## src/rtl/mem_arbiter.sv

```systemverilog
// Two-master round-robin arbiter and sequencer for a single-port word memory.
// It runs one transaction at a time: arbitrate, drive the memory for one cycle, wait out the read latency, then respond.
module mem_arbiter #(
    parameter int AW       = 32,
    parameter int DW       = 32,
    parameter int DEPTH    = 4096,
    parameter int READ_LAT = 1
) (
    input  logic          clk,
    input  logic          rst_n,
    input  logic          m0_req_i,
    input  logic          m0_we_i,
    input  logic [AW-1:0] m0_addr_i,
    input  logic [DW-1:0] m0_wdata_i,
    output logic          m0_gnt_o,
    output logic          m0_rvalid_o,
    output logic [DW-1:0] m0_rdata_o,
    output logic          m0_err_o,
    input  logic          m1_req_i,
    input  logic          m1_we_i,
    input  logic [AW-1:0] m1_addr_i,
    input  logic [DW-1:0] m1_wdata_i,
    output logic          m1_gnt_o,
    output logic          m1_rvalid_o,
    output logic [DW-1:0] m1_rdata_o,
    output logic          m1_err_o,
    output logic          mem_we_o,
    output logic [AW-1:0] mem_addr_o,
    output logic [DW-1:0] mem_wdata_o,
    input  logic [DW-1:0] mem_rdata_i
);

    localparam int CW = (READ_LAT > 1) ? $clog2(READ_LAT) : 1;
    localparam logic [AW:0] DEPTH_W = (AW+1)'(DEPTH);

    typedef enum logic [1:0] {S_IDLE, S_ACCESS, S_WAIT, S_RESP} state_t;

    state_t        state_q, state_d;
    logic          win_q, win_d;     // 1: m1 owns the transaction
    logic          last_q, last_d;   // 1: m1 was granted most recently
    logic          we_q, we_d;
    logic          oor_q, oor_d;
    logic [AW-1:0] addr_q, addr_d;
    logic [DW-1:0] wdata_q, wdata_d;
    logic [DW-1:0] rdata_q, rdata_d;
    logic [CW-1:0] cnt_q, cnt_d;

    logic          m1_wins;
    logic [AW-1:0] addr_sel;
    logic          gnt, rvalid;

    assign m1_wins  = m1_req_i && (!m0_req_i || !last_q);
    assign addr_sel = m1_wins ? m1_addr_i : m0_addr_i;

    always_comb begin
        state_d     = state_q;
        win_d       = win_q;
        last_d      = last_q;
        we_d        = we_q;
        oor_d       = oor_q;
        addr_d      = addr_q;
        wdata_d     = wdata_q;
        rdata_d     = rdata_q;
        cnt_d       = cnt_q;
        gnt         = 1'b0;
        rvalid      = 1'b0;
        mem_we_o    = 1'b0;
        mem_addr_o  = '0;
        mem_wdata_o = '0;
        case (state_q)
            S_IDLE: begin
                if (m0_req_i || m1_req_i) begin
                    win_d   = m1_wins;
                    last_d  = m1_wins;
                    we_d    = m1_wins ? m1_we_i : m0_we_i;
                    addr_d  = addr_sel;
                    wdata_d = m1_wins ? m1_wdata_i : m0_wdata_i;
                    oor_d   = ({1'b0, addr_sel} >= DEPTH_W);
                    rdata_d = '0;
                    state_d = S_ACCESS;
                end
            end
            S_ACCESS: begin
                gnt         = 1'b1;
                mem_addr_o  = addr_q;
                mem_wdata_o = wdata_q;
                mem_we_o    = we_q && !oor_q;
                if (we_q) begin
                    state_d = S_RESP;
                end else begin
                    cnt_d   = CW'(READ_LAT - 1);
                    state_d = S_WAIT;
                end
            end
            S_WAIT: begin
                if (cnt_q == '0) begin
                    rdata_d = oor_q ? '0 : mem_rdata_i;
                    state_d = S_RESP;
                end else begin
                    cnt_d = cnt_q - CW'(1);
                end
            end
            S_RESP: begin
                rvalid  = 1'b1;
                state_d = S_IDLE;
            end
            default: state_d = S_IDLE;
        endcase
    end

    assign m0_gnt_o    = gnt && !win_q;
    assign m1_gnt_o    = gnt && win_q;
    assign m0_rvalid_o = rvalid && !win_q;
    assign m1_rvalid_o = rvalid && win_q;
    assign m0_rdata_o  = m0_rvalid_o ? rdata_q : '0;
    assign m1_rdata_o  = m1_rvalid_o ? rdata_q : '0;
    assign m0_err_o    = m0_rvalid_o && oor_q;
    assign m1_err_o    = m1_rvalid_o && oor_q;

    always_ff @(posedge clk or negedge rst_n) begin
        if (!rst_n) begin
            state_q <= S_IDLE;
            win_q   <= 1'b0;
            last_q  <= 1'b0;
            we_q    <= 1'b0;
            oor_q   <= 1'b0;
            addr_q  <= '0;
            wdata_q <= '0;
            rdata_q <= '0;
            cnt_q   <= '0;
        end else begin
            state_q <= state_d;
            win_q   <= win_d;
            last_q  <= last_d;
            we_q    <= we_d;
            oor_q   <= oor_d;
            addr_q  <= addr_d;
            wdata_q <= wdata_d;
            rdata_q <= rdata_d;
            cnt_q   <= cnt_d;
        end
    end

endmodule
```

## config.mk

```make
export PLATFORM = sky130hd
export DESIGN_NAME = mem_arbiter
export DESIGN_NICKNAME = d
export VERILOG_FILES = /design/src/rtl/mem_arbiter.sv
export SDC_FILE = /design/constraint.sdc
export NUM_CORES = 1
export LEC_CHECK = 0
export ABC_AREA = 1
export CAP_MARGIN = 20
export CORE_MARGIN = 8
export CORE_UTILIZATION = 36
export DETAILED_ROUTE_END_ITERATION = 8
export PLACE_DENSITY = 0.78
export SLEW_MARGIN = 0
export SYNTH_ARGS = -nofsm -noshare
export SYNTH_HDL_FRONTEND = slang
export SYNTH_SLANG_ARGS = --single-unit
```

## constraint.sdc

```tcl
create_clock -name clk -period 1.7 [get_ports clk]
set_input_delay 0.425 -clock clk [delete_from_list [all_inputs] [get_ports clk]]
set_output_delay 0.425 -clock clk [all_outputs]
set_load 0.02 [all_outputs]
```

# == Word-level counts from Yosys, hierarchy flattened ==
# Cells that the tools add are included.
# op_classes
add_sub_neg,1
n_lt_le_gt_ge,1
eq_ne,6
n_mux,21
reduce_logical,20
# op_table
cell,count
2-to-1 mux 32 bit,9
one-hot mux 32 bit (2 select lines),1
>= comparator 32 x 13 -> 1 bit (second input constant),1
logical AND 1 bit,8
one-hot mux 2 bit (4 select lines),1
2-to-1 mux 1 bit,7
inequality test 2 bit (second input constant),3
AND reduction 2 bit,3
equality test 2 bit (second input constant),2
2-to-1 mux 2 bit,2
nonzero test 2 bit,2
logical NOT 1 bit,3
AND reduction 3 bit,1
equality test 2 x 1 -> 1 bit (second input constant),1
logical NOT 2 bit,1
logical OR 1 bit,2
one-hot mux 1 bit (2 select lines),1
subtractor 1 bit (second input constant),1
# word_totals
ff_bits,102
in_bits,166
output_inout_bits,135
wordCells,57

# == Logic depth before layout (Yosys ltp) ==
# Gate-level depths: netlist of run 1.
# depth
word_depth,5
depth_mapped,13
ltp_nobuf,11

# == Worst setup path before layout of run 1 ==
# OpenSTA, ideal clock, no wires.
# synth_path
path_kind,register -> output
from,reg state_q[0]
to,out m0_rdata_o[10]
t_arrival_ps,1566
t_required_ps,1275
slack_ps,-291
path_stages_with_launch,7
path_buffers,1
path_cell_list,dfrtp_1 -> ha_1 -> inv_1 -> nor2_1 -> inv_1 -> buf_1 -> nor2_1
# synth_between
elab_chain_cells,4
# synth_lines
item,line,source
from (decl),38,"state_t state_q, state_d;"
from (signal assigned),132,state_q <= state_d;
equality test 2 bit,70,case (state_q)
2-to-1 mux 1 bit,70,
logical AND 1 bit,113,assign m0_rvalid_o = rvalid && !win_q;
named net m0_rvalid_o,16,"output logic m0_rvalid_o,"
2-to-1 mux 32 bit,115,assign m0_rdata_o = m0_rvalid_o ? rdata_q : '0;
to (decl),17,"output logic [DW-1:0] m0_rdata_o,"
# The timed path passes the listed nets, and every way through them passes these cells.

# == Worst setup path in the final report of run 1 ==
# layout_path
from,reg state_q[1]
to,out m0_rdata_o[4]
# layout_between
elab_chain_cells,4
# layout_lines
item,line
equality test 2 bit,70
2-to-1 mux 1 bit,70
logical AND 1 bit,113
2-to-1 mux 32 bit,115
# No other way between the ends.

==> impl_metrics.tcl, run 1 <==
set metrics [dict create \
    outcome "complete, but fails checks" \
    failed_checks "setup timing" \
    cts_root_buf "clkbuf_16" \
    power.leakage_nw 5.21 \
    grt_first_pass_wirelength_mm 34.4 \
    setup_slack_ns -0.351 \
    yosysUniqueCellTypes 25 \
    placed_area_um2 9510 \
    die_width_um 140 \
    crit_arrival_ns 1.63 \
    gp_congestion 0.829 \
    drt_iter0_markers 351 \
    rows 45 \
    fin_crit_sh_pct 121 \
    drtAntennaViolNets 0 \
    antenna_found_initial 2 \
    max_freq_mhz 488 \
    maxCapViolCount 0 \
    grt_remaining_overflow 0 \
    place_hpwl_mm 15.7 \
    finalInstanceArea_um2 10700 \
    crit_start "state_q[1]$_DFFE_PN0P_" \
    p_per_area_nw_per_um2 1490 \
    core-area_um2 15100 \
    path_max_fanout 8 \
    setup_viol 216 \
    path_clk_slew_ns 0.07 \
    area_growth_pct 92.5 \
    ios 301 \
    cts-buffers-inserted 9 \
    multi_input_area_um2 2740 \
    start_util_pct 36.8 \
    drive_above_1_share_pct 32.5 \
    critPathLaunchType "register" \
    hold_class "input port to async pin" \
    vdd_drop_max_uv 649 \
    rsz0062_at_grt "yes" \
    postSynthAreaPerCell_um2 7.09 \
    grt.total_usage_pct 21.8 \
    grt_max_degree 52 \
    path_class "register to output pin" \
    fin_crit_ns 2.05 \
    yosysSeqAreaShare_pct 45.4 \
    synthCells 785 \
    synth_top_area_share_pct 45.4 \
    port-buffer-count 300 \
    firstDrtPassIters 4 \
    ys_ff_latch 101 \
    clockBufferDepth 2 \
    cp.required_ns 1.27 \
    ys_warn_count 0 \
    endpoint_kind "output pin" \
    die_area_um2 19700 \
    syn_nets 956 \
    place_ws_ns -0.623 \
    r2r_start "state_q[0]$_DFFE_PN0P_" \
    timing.max_slew.rel_slack_pct 75.9 \
    synth_area_leaders "dfrtp_1 45%, nand2_1 12%, nor2_1 9.6%, inv_1 7.6%, o21ai_0 6.4%" \
    reg2reg_slack_ns -0.22 \
    fill_cells 1175 \
    reg2reg_to "rdata_q[11]$_DFFE_PN0P_" \
    cts_tree "built" \
    worstMarginPinSlew_ns 0.361 \
    worstSkewPairLatency_ns 0.34 \
    power_w 0.0159 \
    setup_tns_ns -41.54 \
    yosysTopAreaCell "dfrtp_1" \
    worstRegToRegCells 11 \
    nets 1343 \
    vias 6682 \
    syn_area_um2 5570 \
    detail_route.wl_per_cell_um 17.2 \
    numClockSinks 101 \
    die_height_um 140 \
    vias_per_cell 4.89 \
    drt_wl_total_mm 23.5 \
    seqCellArea_um2 2530 \
    drv_slew 0 \
    skew_ns 0.00786 \
    grt_pass1_vias 6497 \
    hold_violations 0 \
    htree_levels 3 \
    drcViolationCount 0 \
]
cell families after synthesis:
kind of cell | count (synthesis) | share of synthesized area, %
AOI/OAI and AO/OA | 138 | 13.4
and+or+nand+nor | 373 | 27.1
adders and majority gates | 5 | 1.12
buffers and inverters | 168 | 12.9
DFF | 101 | 45.4
sequential cells by signal, indices dropped and copies added, names as in the netlist:
signal / count
addr_q: 32
we_q: 1
last_q: 1
rdata_q: 32
oor_q: 1
wdata_q: 32
state_q: 2
through the flow:
step	utilization, %	std cells	hold WS, ns
2_1_floorplan	-	785	0.129
3_3_place_gp	62.8	1297	0.246
4_1_cts	67.7	1349	0.436
3_5_place_dp	62.8	1297	0.247
5_1_grt	70.7	1367	0.452
6_report	70.7	1367	0.453
synthesized netlist by cell type, drive strengths merged:
cell type	number
nand3	50
clkbuf	20
o21a	1
o21ai	106
nand3b	2
dfrtp	101
buf	33
nand2	177
nor3	1
ha	5
a21oi	3
nor2	143
a31oi	28
inv	115
cell type report:
type	count	area share (%)
sequential	101	23.6
clock inverter	5	0.771
timing repair buffer	428	41.4
inverter	115	4.17
tap	188	2.20
antenna	2	0.0467
clock buffer	11	2.27
multi-input combinational	517	25.6
routing by layer:
layer / track usage (%) / part of all wire (%) / up-vias
met4: 8.57 / 3.0 / 0
met1: 25.4 / 40 / 3140
met2: 37.2 / 49 / 284
met5: 0 / 0 / -
met3: 5.98 / 8.0 / 42
li1: - / - / 3216
placed cells by master, fill, tap and decap left out, types with 3 or more instances in the layout:
cell | synthesis | routed
a31oi_1 | 28 | 28
buf_12 | 0 | 23
buf_16 | 0 | 5
buf_2 | 14 | 32
buf_4 | 9 | 126
buf_6 | 5 | 54
bufbuf_16 | 0 | 5
clkbuf_16 | 0 | 17
clkdlybuf4s15_2 | 0 | 6
clkdlybuf4s50_1 | 0 | 162
dfrtp_1 | 101 | 100
inv_1 | 113 | 87
inv_2 | 2 | 24
inv_6 | 0 | 3
nand2_1 | 173 | 158
nand2_2 | 1 | 16
nand2_8 | 0 | 3
nand3_1 | 50 | 46
nand3_2 | 0 | 3
nor2_1 | 142 | 102
nor2_2 | 1 | 7
nor2_4 | 0 | 34
o21ai_0 | 71 | 21
o21ai_1 | 34 | 83
power breakdown:
part,internal [W],leakage [nW],switching [W]
registers,0.00324,1.25,0.000513
logic,0.00502,3.79,0.00489
clock network,0.00134,0.160,0.000942
worst max-delay path, cell delays in order, from the launching register on:
cell	delay [ns]
dfrtp_1	0.37
ha_2	0.20
inv_2	0.05
nor2_4	0.12
inv_6	0.07
buf_6	0.12
buf_12	0.14
nor2_4	0.09
buf_6	0.12
repair_timing:
action / CTS / global route
cloned: 12 / 12
hold buffers: 1 / 0
setup buffers: 24 / 4
gates resized for setup: 665 / 130
pin swaps: 8 / 18
endpoints found under the setup margin: 202 / 234
endpoints found under the hold margin: 3 / 0
how the worst max path moves through the flow:
stage / to / slack, ns / cells after the start
2_1_floorplan: mem_wdata_o[11] / -0.02 / 7
3_3_place_gp: oor_q$_DFFE_PN0P_ / -0.63 / 12
3_5_place_dp: oor_q$_DFFE_PN0P_ / -0.62 / 12
4_1_cts: mem_wdata_o[18] / -0.36 / 6
5_1_grt: m0_rdata_o[13] / -0.43 / 8
6_report: m0_rdata_o[4] / -0.35 / 8
No activity file was read; power rests on OpenSTA's default activity.
==> run 2: changes to the inputs <==
Settings changed: CAP_MARGIN 20 to 30.
==> results of run 2 <==
The final DEF is identical to that of run 1; final timing and power are the same.
